### src/rtl/ps2_pkg.sv
// Shared constants, decode-state encoding and key-event record for the PS/2 key decoder.
package ps2_pkg;

   localparam logic [7:0] PS2_EXT    = 8'hE0;
   localparam logic [7:0] PS2_BRK    = 8'hF0;
   localparam logic [7:0] PS2_ERR_00 = 8'h00;
   localparam logic [7:0] PS2_ERR_FF = 8'hFF;

   typedef enum logic [1:0] {
      ST_IDLE,
      ST_EXT,
      ST_BRK,
      ST_EXT_BRK
   } dec_state_t;

   typedef struct packed {
      logic [7:0] code;
      logic       ext;
      logic       is_release;
   } key_event_t;

   // Odd parity holds when data plus parity bit contain an odd number of ones.
   function automatic logic odd_parity_ok(input logic [8:0] bits);
      return ^bits;
   endfunction

   function automatic logic is_err_code(input logic [7:0] b);
      return (b == PS2_ERR_00) || (b == PS2_ERR_FF);
   endfunction

endpackage

### src/rtl/ps2_rx_frame.sv
// PS/2 frame receiver: pin synchroniser, falling-edge sampler, 11-bit framing and idle timeout.
// Start/stop/parity checking is compiled in only when PS2_PARITY_CHECK_EN is defined.
module ps2_rx_frame
   import ps2_pkg::*;
#(
   parameter int TIMEOUT_CYC = 50000
) (
   input  logic       clk,
   input  logic       clrn,
   input  logic       ps2_clk,
   input  logic       ps2_data,
   output logic [7:0] rx_byte,
   output logic       rx_stb,
   output logic       rx_err
);

`ifdef PS2_PARITY_CHECK_EN
   localparam bit CHECK = 1'b1;
`else
   localparam bit CHECK = 1'b0;
`endif

   localparam int TMO_W = $clog2(TIMEOUT_CYC + 1);
   localparam logic [TMO_W-1:0] TMO_LAST = TMO_W'(TIMEOUT_CYC - 1);

   logic [2:0]       clk_sync;
   logic [2:0]       data_sync;
   logic [3:0]       bit_cnt;
   logic [9:0]       shift;
   logic [TMO_W-1:0] tmo_cnt;
   logic             fall;
   logic [10:0]      frame;
   logic             frame_good;

   assign fall = clk_sync[2] & ~clk_sync[1];

   // Oldest bit (start) ends up in frame[0]; the stop bit is the one sampled now.
   assign frame      = {data_sync[2], shift};
   assign frame_good = ~frame[0] & frame[10] & odd_parity_ok(frame[9:1]);

   always_ff @(posedge clk) begin
      if (!clrn) begin
         clk_sync  <= '0;
         data_sync <= '0;
         bit_cnt   <= '0;
         shift     <= '0;
         tmo_cnt   <= '0;
         rx_byte   <= '0;
         rx_stb    <= 1'b0;
         rx_err    <= 1'b0;
      end else begin
         clk_sync  <= {clk_sync[1:0], ps2_clk};
         data_sync <= {data_sync[1:0], ps2_data};
         rx_stb    <= 1'b0;
         rx_err    <= 1'b0;
         if (fall) begin
            tmo_cnt <= '0;
            if (bit_cnt == 4'd10) begin
               bit_cnt <= '0;
               rx_byte <= frame[8:1];
               rx_stb  <= frame_good | ~CHECK;
               rx_err  <= ~frame_good & CHECK;
            end else begin
               shift   <= {data_sync[2], shift[9:1]};
               bit_cnt <= bit_cnt + 4'd1;
            end
         end else if (bit_cnt != 4'd0) begin
            // A stalled partial frame is silently abandoned.
            if (tmo_cnt == TMO_LAST) begin
               bit_cnt <= '0;
               tmo_cnt <= '0;
            end else begin
               tmo_cnt <= tmo_cnt + 1'b1;
            end
         end
      end
   end

endmodule

### src/rtl/ps2_key_decoder.sv
// PS/2 scan-code set 2 key decoder: frame receiver, byte FIFO, E0/F0 prefix FSM, repeat filter.
// Define PS2_PARITY_CHECK_EN to reject malformed frames and pulse parity_err.
module ps2_key_decoder
   import ps2_pkg::*;
#(
   parameter int FIFO_DEPTH  = 8,
   parameter int CNT_W       = 8,
   parameter int TIMEOUT_CYC = 50000
) (
   input  logic             clk,
   input  logic             clrn,
   input  logic             ps2_clk,
   input  logic             ps2_data,
   input  logic             key_ready,
   output logic             key_valid,
   output logic [7:0]       key_code,
   output logic             key_ext,
   output logic             key_release,
   output logic             key_held,
   output logic [CNT_W-1:0] press_count,
   output logic             overflow,
   output logic             parity_err
);

   localparam int AW = $clog2(FIFO_DEPTH);

   logic [7:0]  rx_byte;
   logic        rx_stb;
   logic        rx_err;

   logic [7:0]  fifo_mem [FIFO_DEPTH];
   logic [AW:0] wr_ptr;
   logic [AW:0] rd_ptr;
   logic        fifo_empty;
   logic        fifo_full;
   logic        push;
   logic        pop;
   logic [7:0]  pop_byte;

   dec_state_t  state;
   key_event_t  evt;
   logic [7:0]  held_code;
   logic        held_ext;
   logic        st_ext;
   logic        st_brk;
   logic        held_match;

   ps2_rx_frame #(
      .TIMEOUT_CYC(TIMEOUT_CYC)
   ) u_rx (
      .clk     (clk),
      .clrn    (clrn),
      .ps2_clk (ps2_clk),
      .ps2_data(ps2_data),
      .rx_byte (rx_byte),
      .rx_stb  (rx_stb),
      .rx_err  (rx_err)
   );

   assign fifo_empty = (wr_ptr == rd_ptr);
   assign fifo_full  = (wr_ptr[AW-1:0] == rd_ptr[AW-1:0]) && (wr_ptr[AW] != rd_ptr[AW]);
   assign pop        = ~fifo_empty & (~key_valid | key_ready);
   // A pop in the same cycle frees the slot a full FIFO needs for the push.
   assign push       = rx_stb & (~fifo_full | pop);
   assign pop_byte   = fifo_mem[rd_ptr[AW-1:0]];

   always_ff @(posedge clk) begin
      if (!clrn) begin
         for (int i = 0; i < FIFO_DEPTH; i++) fifo_mem[i] <= '0;
         wr_ptr     <= '0;
         rd_ptr     <= '0;
         overflow   <= 1'b0;
         parity_err <= 1'b0;
      end else begin
         if (push) begin
            fifo_mem[wr_ptr[AW-1:0]] <= rx_byte;
            wr_ptr <= wr_ptr + 1'b1;
         end
         if (rx_stb && !push) overflow <= 1'b1;
         if (pop) rd_ptr <= rd_ptr + 1'b1;
         parity_err <= rx_err;
      end
   end

   assign st_ext     = (state == ST_EXT) || (state == ST_EXT_BRK);
   assign st_brk     = (state == ST_BRK) || (state == ST_EXT_BRK);
   assign held_match = (held_code == pop_byte) && (held_ext == st_ext);

   always_ff @(posedge clk) begin
      if (!clrn) begin
         state       <= ST_IDLE;
         key_valid   <= 1'b0;
         evt         <= '0;
         key_held    <= 1'b0;
         held_code   <= '0;
         held_ext    <= 1'b0;
         press_count <= '0;
      end else begin
         if (key_valid && key_ready) key_valid <= 1'b0;
         if (pop) begin
            if (pop_byte == PS2_EXT) begin
               // E0 after F0 is a protocol error: drop it and resynchronise.
               state <= st_brk ? ST_IDLE : ST_EXT;
            end else if (pop_byte == PS2_BRK) begin
               state <= st_ext ? ST_EXT_BRK : ST_BRK;
            end else begin
               state <= ST_IDLE;
               if (!is_err_code(pop_byte)) begin
                  if (st_brk) begin
                     key_valid <= 1'b1;
                     evt       <= '{code: pop_byte, ext: st_ext, is_release: 1'b1};
                     if (held_match) key_held <= 1'b0;
                  end else if (!(key_held && held_match)) begin
                     key_valid   <= 1'b1;
                     evt         <= '{code: pop_byte, ext: st_ext, is_release: 1'b0};
                     key_held    <= 1'b1;
                     held_code   <= pop_byte;
                     held_ext    <= st_ext;
                     press_count <= press_count + 1'b1;
                  end
               end
            end
         end
      end
   end

   assign key_code    = evt.code;
   assign key_ext     = evt.ext;
   assign key_release = evt.is_release;

endmodule

### config.mk
export PLATFORM = sky130hd
export DESIGN_NAME = ps2_key_decoder
export DESIGN_NICKNAME = d
export VERILOG_FILES = /design/src/rtl/ps2_pkg.sv /design/src/rtl/ps2_rx_frame.sv /design/src/rtl/ps2_key_decoder.sv
export SDC_FILE = /design/constraint.sdc
export NUM_CORES = 1
export LEC_CHECK = 0
export BUFFER_PORTS_ARGS = -buffer_cell sky130_fd_sc_hd__buf_2
export CAP_MARGIN = 15
export CORE_MARGIN = 3
export CORE_UTILIZATION = 35
export CTS_CLUSTER_SIZE = 16
export DETAILED_ROUTE_END_ITERATION = 16
export PLACE_DENSITY = 0.52
export SETUP_SLACK_MARGIN = 0.05
export SLEW_MARGIN = 20
export SYNTH_ARGS = -nofsm -noshare
export SYNTH_HDL_FRONTEND = slang
export SYNTH_HIERARCHICAL = 1
export SYNTH_SLANG_ARGS = --single-unit
### constraint.sdc
create_clock -name clk -period 3.75 [get_ports clk]
set_input_delay 0.75 -clock clk [delete_from_list [all_inputs] [get_ports clk]]
set_output_delay 0.75 -clock clk [all_outputs]
set_load 0.005 [all_outputs]
Word level (Yosys, flattened, before mapping)
Memory sizes are Yosys's and may differ from the RTL's. A register that Yosys moved wholly into a read port is not among the register bits.
Cells that the tools add are included.
Widths: inputs -> output; s select.
Word-level totals
  bits in writable memories: 64
  word-level logic and storage cells: 109
  bits of input ports: 5
  output and inout bits: 22
  memories kept: 1
  register bits: 85
Operators by class
  add/sub/neg operators: 5
  mux-type cells: 31
  bitwise logic cells: 16
  eq/ne operators: 15
  reductions and logical operators: 22
Memory list
  fifo_mem: words 8, width 8, rd ports 1, clocked after memory_dff 1, wr ports 8, RTL line ps2_key_decoder.sv:31  | logic [7:0] fifo_mem [FIFO_DEPTH];
Operators with widths (count)
  $eq 8x8->1 const B: 3
  $mux 10: 2
  $mux 1: 18
  $add 16x1->16 const B: 1
  $eq 16x16->1 const B: 1
  $mux 16: 1
  $mux 4: 4
  $add 4x1->4 const B: 3
  $reduce_and 6->1: 2
  $not 1->1: 11
  $mux 3: 3
  $add 8x1->8 const B: 1
  $eq 8x8->1: 1
  $logic_not 8->1: 1
  $mux 8: 1
  $reduce_and 2->1: 4
  $reduce_or 8->1: 1
  $logic_and 1x1->1: 5
  $reduce_and 5->1: 1
  $eq 2x2->1 const B: 2
  $eq 4x4->1: 1
  $eq 4x4->1 const B: 1
  $mux 2: 2
  $reduce_bool 2->1: 2
  other kinds (12): 17

Logic depth before layout (Yosys ltp)
  depth after elaboration: 11
  gate-level depth with buffers: 12
  mapped depth without buffers: 8

By module
Netlist, hierarchy kept.
Modules (own cells, without submodules)
  ps2_key_decoder: times used 1, sequential area each 2802.7 um2, cells an instance 406, area an instance 4989.8 um2
  ps2_rx_frame: times used 1, sequential area each 880.8 um2, cells an instance 201, area an instance 1853.0 um2

Worst setup path before layout
No wires, ideal clock.
  kind: register to register
  start point: reg with a tool-made name
  end point: reg key_valid
  library setup time: 115 ps
  required time: 3635 ps
  arrival: 2565 ps
  period minus slack after synthesis: 2680 ps
  path slack: 1070 ps
  path buffers: 4
  cell stages (with the launch flop): 13
  cell sequence: dfxtp_1 > buf_6 > buf_8 > mux4_1 > mux2i_1 > and4b_1 > nand4_1 > o31a_1 > nand2_1 > buf_2 > a21oi_1 > buf_6 > o21a_1
RTL lines
  to (signal assigned): RTL line ps2_key_decoder.sv:92  | key_valid <= 1'b0;
  to (signal assigned): RTL line ps2_key_decoder.sv:99  | if (key_valid && key_ready) key_valid <= 1'b0;
  to (signal assigned): RTL line ps2_key_decoder.sv:110  | key_valid <= 1'b1;
  to (decl): RTL line ps2_key_decoder.sv:15  | output logic key_valid,

==> flow_summary.toml <==
[power]
combPwrFrac_pct = 8.3
ir_drop_v = 0.0003296
p_int_uw = 2891
swShare_pct = 23.10
seq_power_share_pct = 48.3
static-leakage-power_uw = 0.002833
p_per_area_nw_per_um2 = 485.4
p_sw_uw = 868.6
clkPwrFrac_pct = 43.5

[timing]
setup_tns_ps = 0
final-max-slew-violation-count = 0
post-route-min-period_ps = 3153
tightest_slew_ps = 748.9
finalHoldViolCount = 0
rsz0062_at_grt = "false"
fin_crit_sh_pct = 84.07
fmax_mhz = 317.2
layout_setup_ws_ps = 597.4
final.setup_skew_ps = 11.26
max_slew_margin_pct = 49.69
setup_viol = 0

[die]
start_util_pct = 36.10
die_y_um = 145.8
core_um2 = 18960
ios = 27
num_rows = 50
die-area_um2 = 21260
die_w_um = 145.8

[worst_setup_path]
crit_required_ps = 4080
rr_worst_depth = 8
crit_slowest_cell = "mux4_1"
rrSetupSlack_ps = 600
path_cells = "buf_4 > mux4_1 > mux2_2 > xor2_1 > nor4_1 > and3_1 > or3_1 > mux2i_1"
critPathMaxFanout = 20
endpoint_kind = "flop"
critical_path.max_stage_delay_ps = 590
crit_path_start_kind = "flop"
arrival_ps = 3480
worstSetupPathType = "flop to flop"
r2r_end = "held_code[2]"

[cts]
cts.sinks = 152
htree_levels = 4
clk_path_buf_depth = 2
clk_pin_slew_ps = 60
cts_resized = 0
cts-root-buf = "clkbuf_16"
postCtsHoldBufs = 0
cts_setup_buffers = 0
tritoncts = "yes"
numCtsBuffers = 17
insertion_delay_ps = 410

[placed_design]
port_buffers = 26
placed_cells = 877
routabilityCongestion = 0.7910
dp_hpwl_um = 10250
dpl_worst_slack_ps = 633.0

[finish]
area_growth_pct = 13.18
diodes = 0
drive_gt1_share_pct = 13.10
fin_nets = 648
postLayoutCoreUtil_pct = 40.86
stdcell_count = 909

[synth]
synth_area_leader_cell = "edfxtp_1"
yosysWarningCount = 6
ys_top_cells_by_area = "edfxtp_1, dfxtp_1, and2_1"
ys_types = 61
netlist_area_um2 = 6843
synth_top_family_by_area = "simple AND/OR/NAND/NOR gates"
synth_top_area_share_pct = 28.09
synth_xor_area_share_pct = 3.328
synth_compound_area_share_pct = 5.028
synth_cells = 607
ys_ff_latch = 152
synthSimpleGateAreaFrac_pct = 21.38
synth_edf_count = 64
synth_fp_nets = 619
synth_seq_area_share_pct = 53.83
async_flop_share_pct = 0
synthAdderAreaFrac_pct = 1.280
synth_flop_cell = "dfxtp_1"
avgSynthCellArea_um2 = 11.27
synthMuxAreaShare_pct = 11.89

[drt]
routed_wl_um = 14540
drc = 0
drtIter0Drc = 274
drt-pass1-iter-count = 5
via_per_inst = 4.881
vias = 4437
ant_nets = 0
route.detailed.wl_per_inst_um = 15.99

[min_path]
hold_path_end = "u_rx/clk_sync[1]"
min_delay_path_depth = 1
hp-start = "u_rx/clk_sync[0]"
worstHoldPathType = "flop to flop"

[grt]
grt_pass1_wl_um = 23950
antenna_found_initial = 0
gr-usage-all-layers_pct = 14.10
grt_start_max_net_pins = 64
grt_pass1_vias = 4458
grt_remaining_overflow = 0

[run]
maxCapViolCount = 0

[outcome]
status = "finished clean"
## power by group through the flow
stage                     Combinational, µW  Clock (µW)  Sequential, µW
after floorplan                         253           0            1840
after global placement                  308           0            1850
after detailed placement                314           0            1850
after CTS                               314        1680            1820
after global routing                    342        1760            1820
final                                   310        1630            1820
## critical path: cells and delay by family, from the launching register on
| family | cells | cell delay, ps |
|---|---|---|
| AND/OR/NAND/NOR | 3 | 1160 |
| multiplexers | 3 | 1150 |
| flip-flops | 1 | 300 |
| buffers and inverters | 1 | 290 |
| XOR/XNOR | 1 | 150 |
## routing by layer
| layer | vias to the layer above | part of all wire (%) | global-route usage, % |
|---|---|---|---|
| met5 | - | 0 | 0 |
| met1 | 2160 | 47 | 18.61 |
| met4 | 0 | 0.54 | 2.991 |
| met3 | 4 | 3.3 | 3.737 |
| met2 | 70 | 49 | 23.40 |
| li1 | 2203 | - | - |
## Yosys cell counts (2+ instances only)
cell           number
nor2b_1             2
nand3_1            13
mux2i_1            43
dlygate4sd1_1       2
o21a_1              3
nand3b_1            2
nand3_2             2
nor3_1              5
clkbuf_1            9
nor4_1             10
nand4_1             4
a21oi_1            22
nand2b_1           12
o31ai_1             4
inv_1              10
buf_2               3
and3_1              5
o21ai_0            14
nand2_1            73
or3_1               8
buf_4               2
mux4_1             12
xnor2_1             7
dfxtp_1            88
or4_1               2
mux2_2              6
or2_2               3
and2_1             74
xor2_1             19
buf_6               6
nand4_2             2
a221oi_1            2
o22ai_1             3
ha_1                7
edfxtp_1           64
nor2_1             37
nor4b_1             3
## stage by stage
stage	area, µm²	power [µW]	hold WS (ps)
after floorplan	6843	2093	411.9
after global placement	7183	2159	415.0
after detailed placement	7183	2165	418.5
after CTS	7745	3808	433.2
after global routing	7745	3926	442.7
final	7745	3760	432.1
## worst max-delay path by stage
stage | slack [ps] | endpoint | start
finish | 600 | held_code[2] | flop
detailed placement | 630 | held_code[2] | flop
CTS | 600 | held_code[2] | flop
floorplan | 1070 | key_valid | flop
global placement | 700 | held_code[0] | flop
global route | 340 | held_code[2] | flop
## registers in the layout, indices dropped and copies added, names as in the netlist, 2 cells and up, named ones only
| name | count |
|---|---|
| press_count | 8 |
| held_code | 8 |
| u_rx/rx_byte | 8 |
| u_rx/bit_cnt | 4 |
| u_rx/tmo_cnt | 16 |
| state | 2 |
| key_code | 8 |
| u_rx/shift | 9 |
| wr_ptr | 4 |
| u_rx/clk_sync | 3 |
| fifo_mem | 64 |
| u_rx/data_sync | 3 |
| rd_ptr | 4 |
## placed cells by master (no fill, tap or decap), types with 3 or more instances in the layout
cell        instances
o22ai_1             3
nand2b_1           12
mux4_1             12
nor4b_1             3
or3_1               8
nor3_1              5
o21ai_1             5
dfxtp_1            88
mux2i_1            43
xor2_1             19
clkinvlp_4          3
o21ai_0            10
nand3_1            13
mux2_2              6
buf_2              26
nor2_1             37
ha_1                7
and3_1              5
xnor2_1             7
clkinv_2            4
and2_1             74
nor4_1             10
nand2_1            73
edfxtp_1           64
clkbuf_16          17
a21oi_1            22
nand4_1             4
inv_1              10
o31ai_1             4
o21a_1              3
buf_4               9
or2_2               3
## cell type report
| type | count | area [µm²] |
|---|---|---|
| inverter | 10 | 37.54 |
| clock buffer | 18 | 429.2 |
| timing repair buffer | 35 | 197.7 |
| tap | 260 | 325.3 |
| fill | 1810 | 11210 |
| sequential | 152 | 3684 |
| multi-input combinational | 420 | 2939 |
| clock inverter | 14 | 132.6 |
## cell families (layout without fill, tap and decap cells)
kind of cell / after synthesis / after routing
AND/OR/NAND/NOR: 269 / 269
flip-flops: 152 / 152
multiplexers: 61 / 61
AO/OA/AOI/OAI: 56 / 56
buffers and inverters: 35 / 77
XOR/XNOR: 26 / 26
adder cells (fa/ha/maj): 7 / 7
other: 1 / 1
Note: power is estimated with default switching activity, not from simulation.
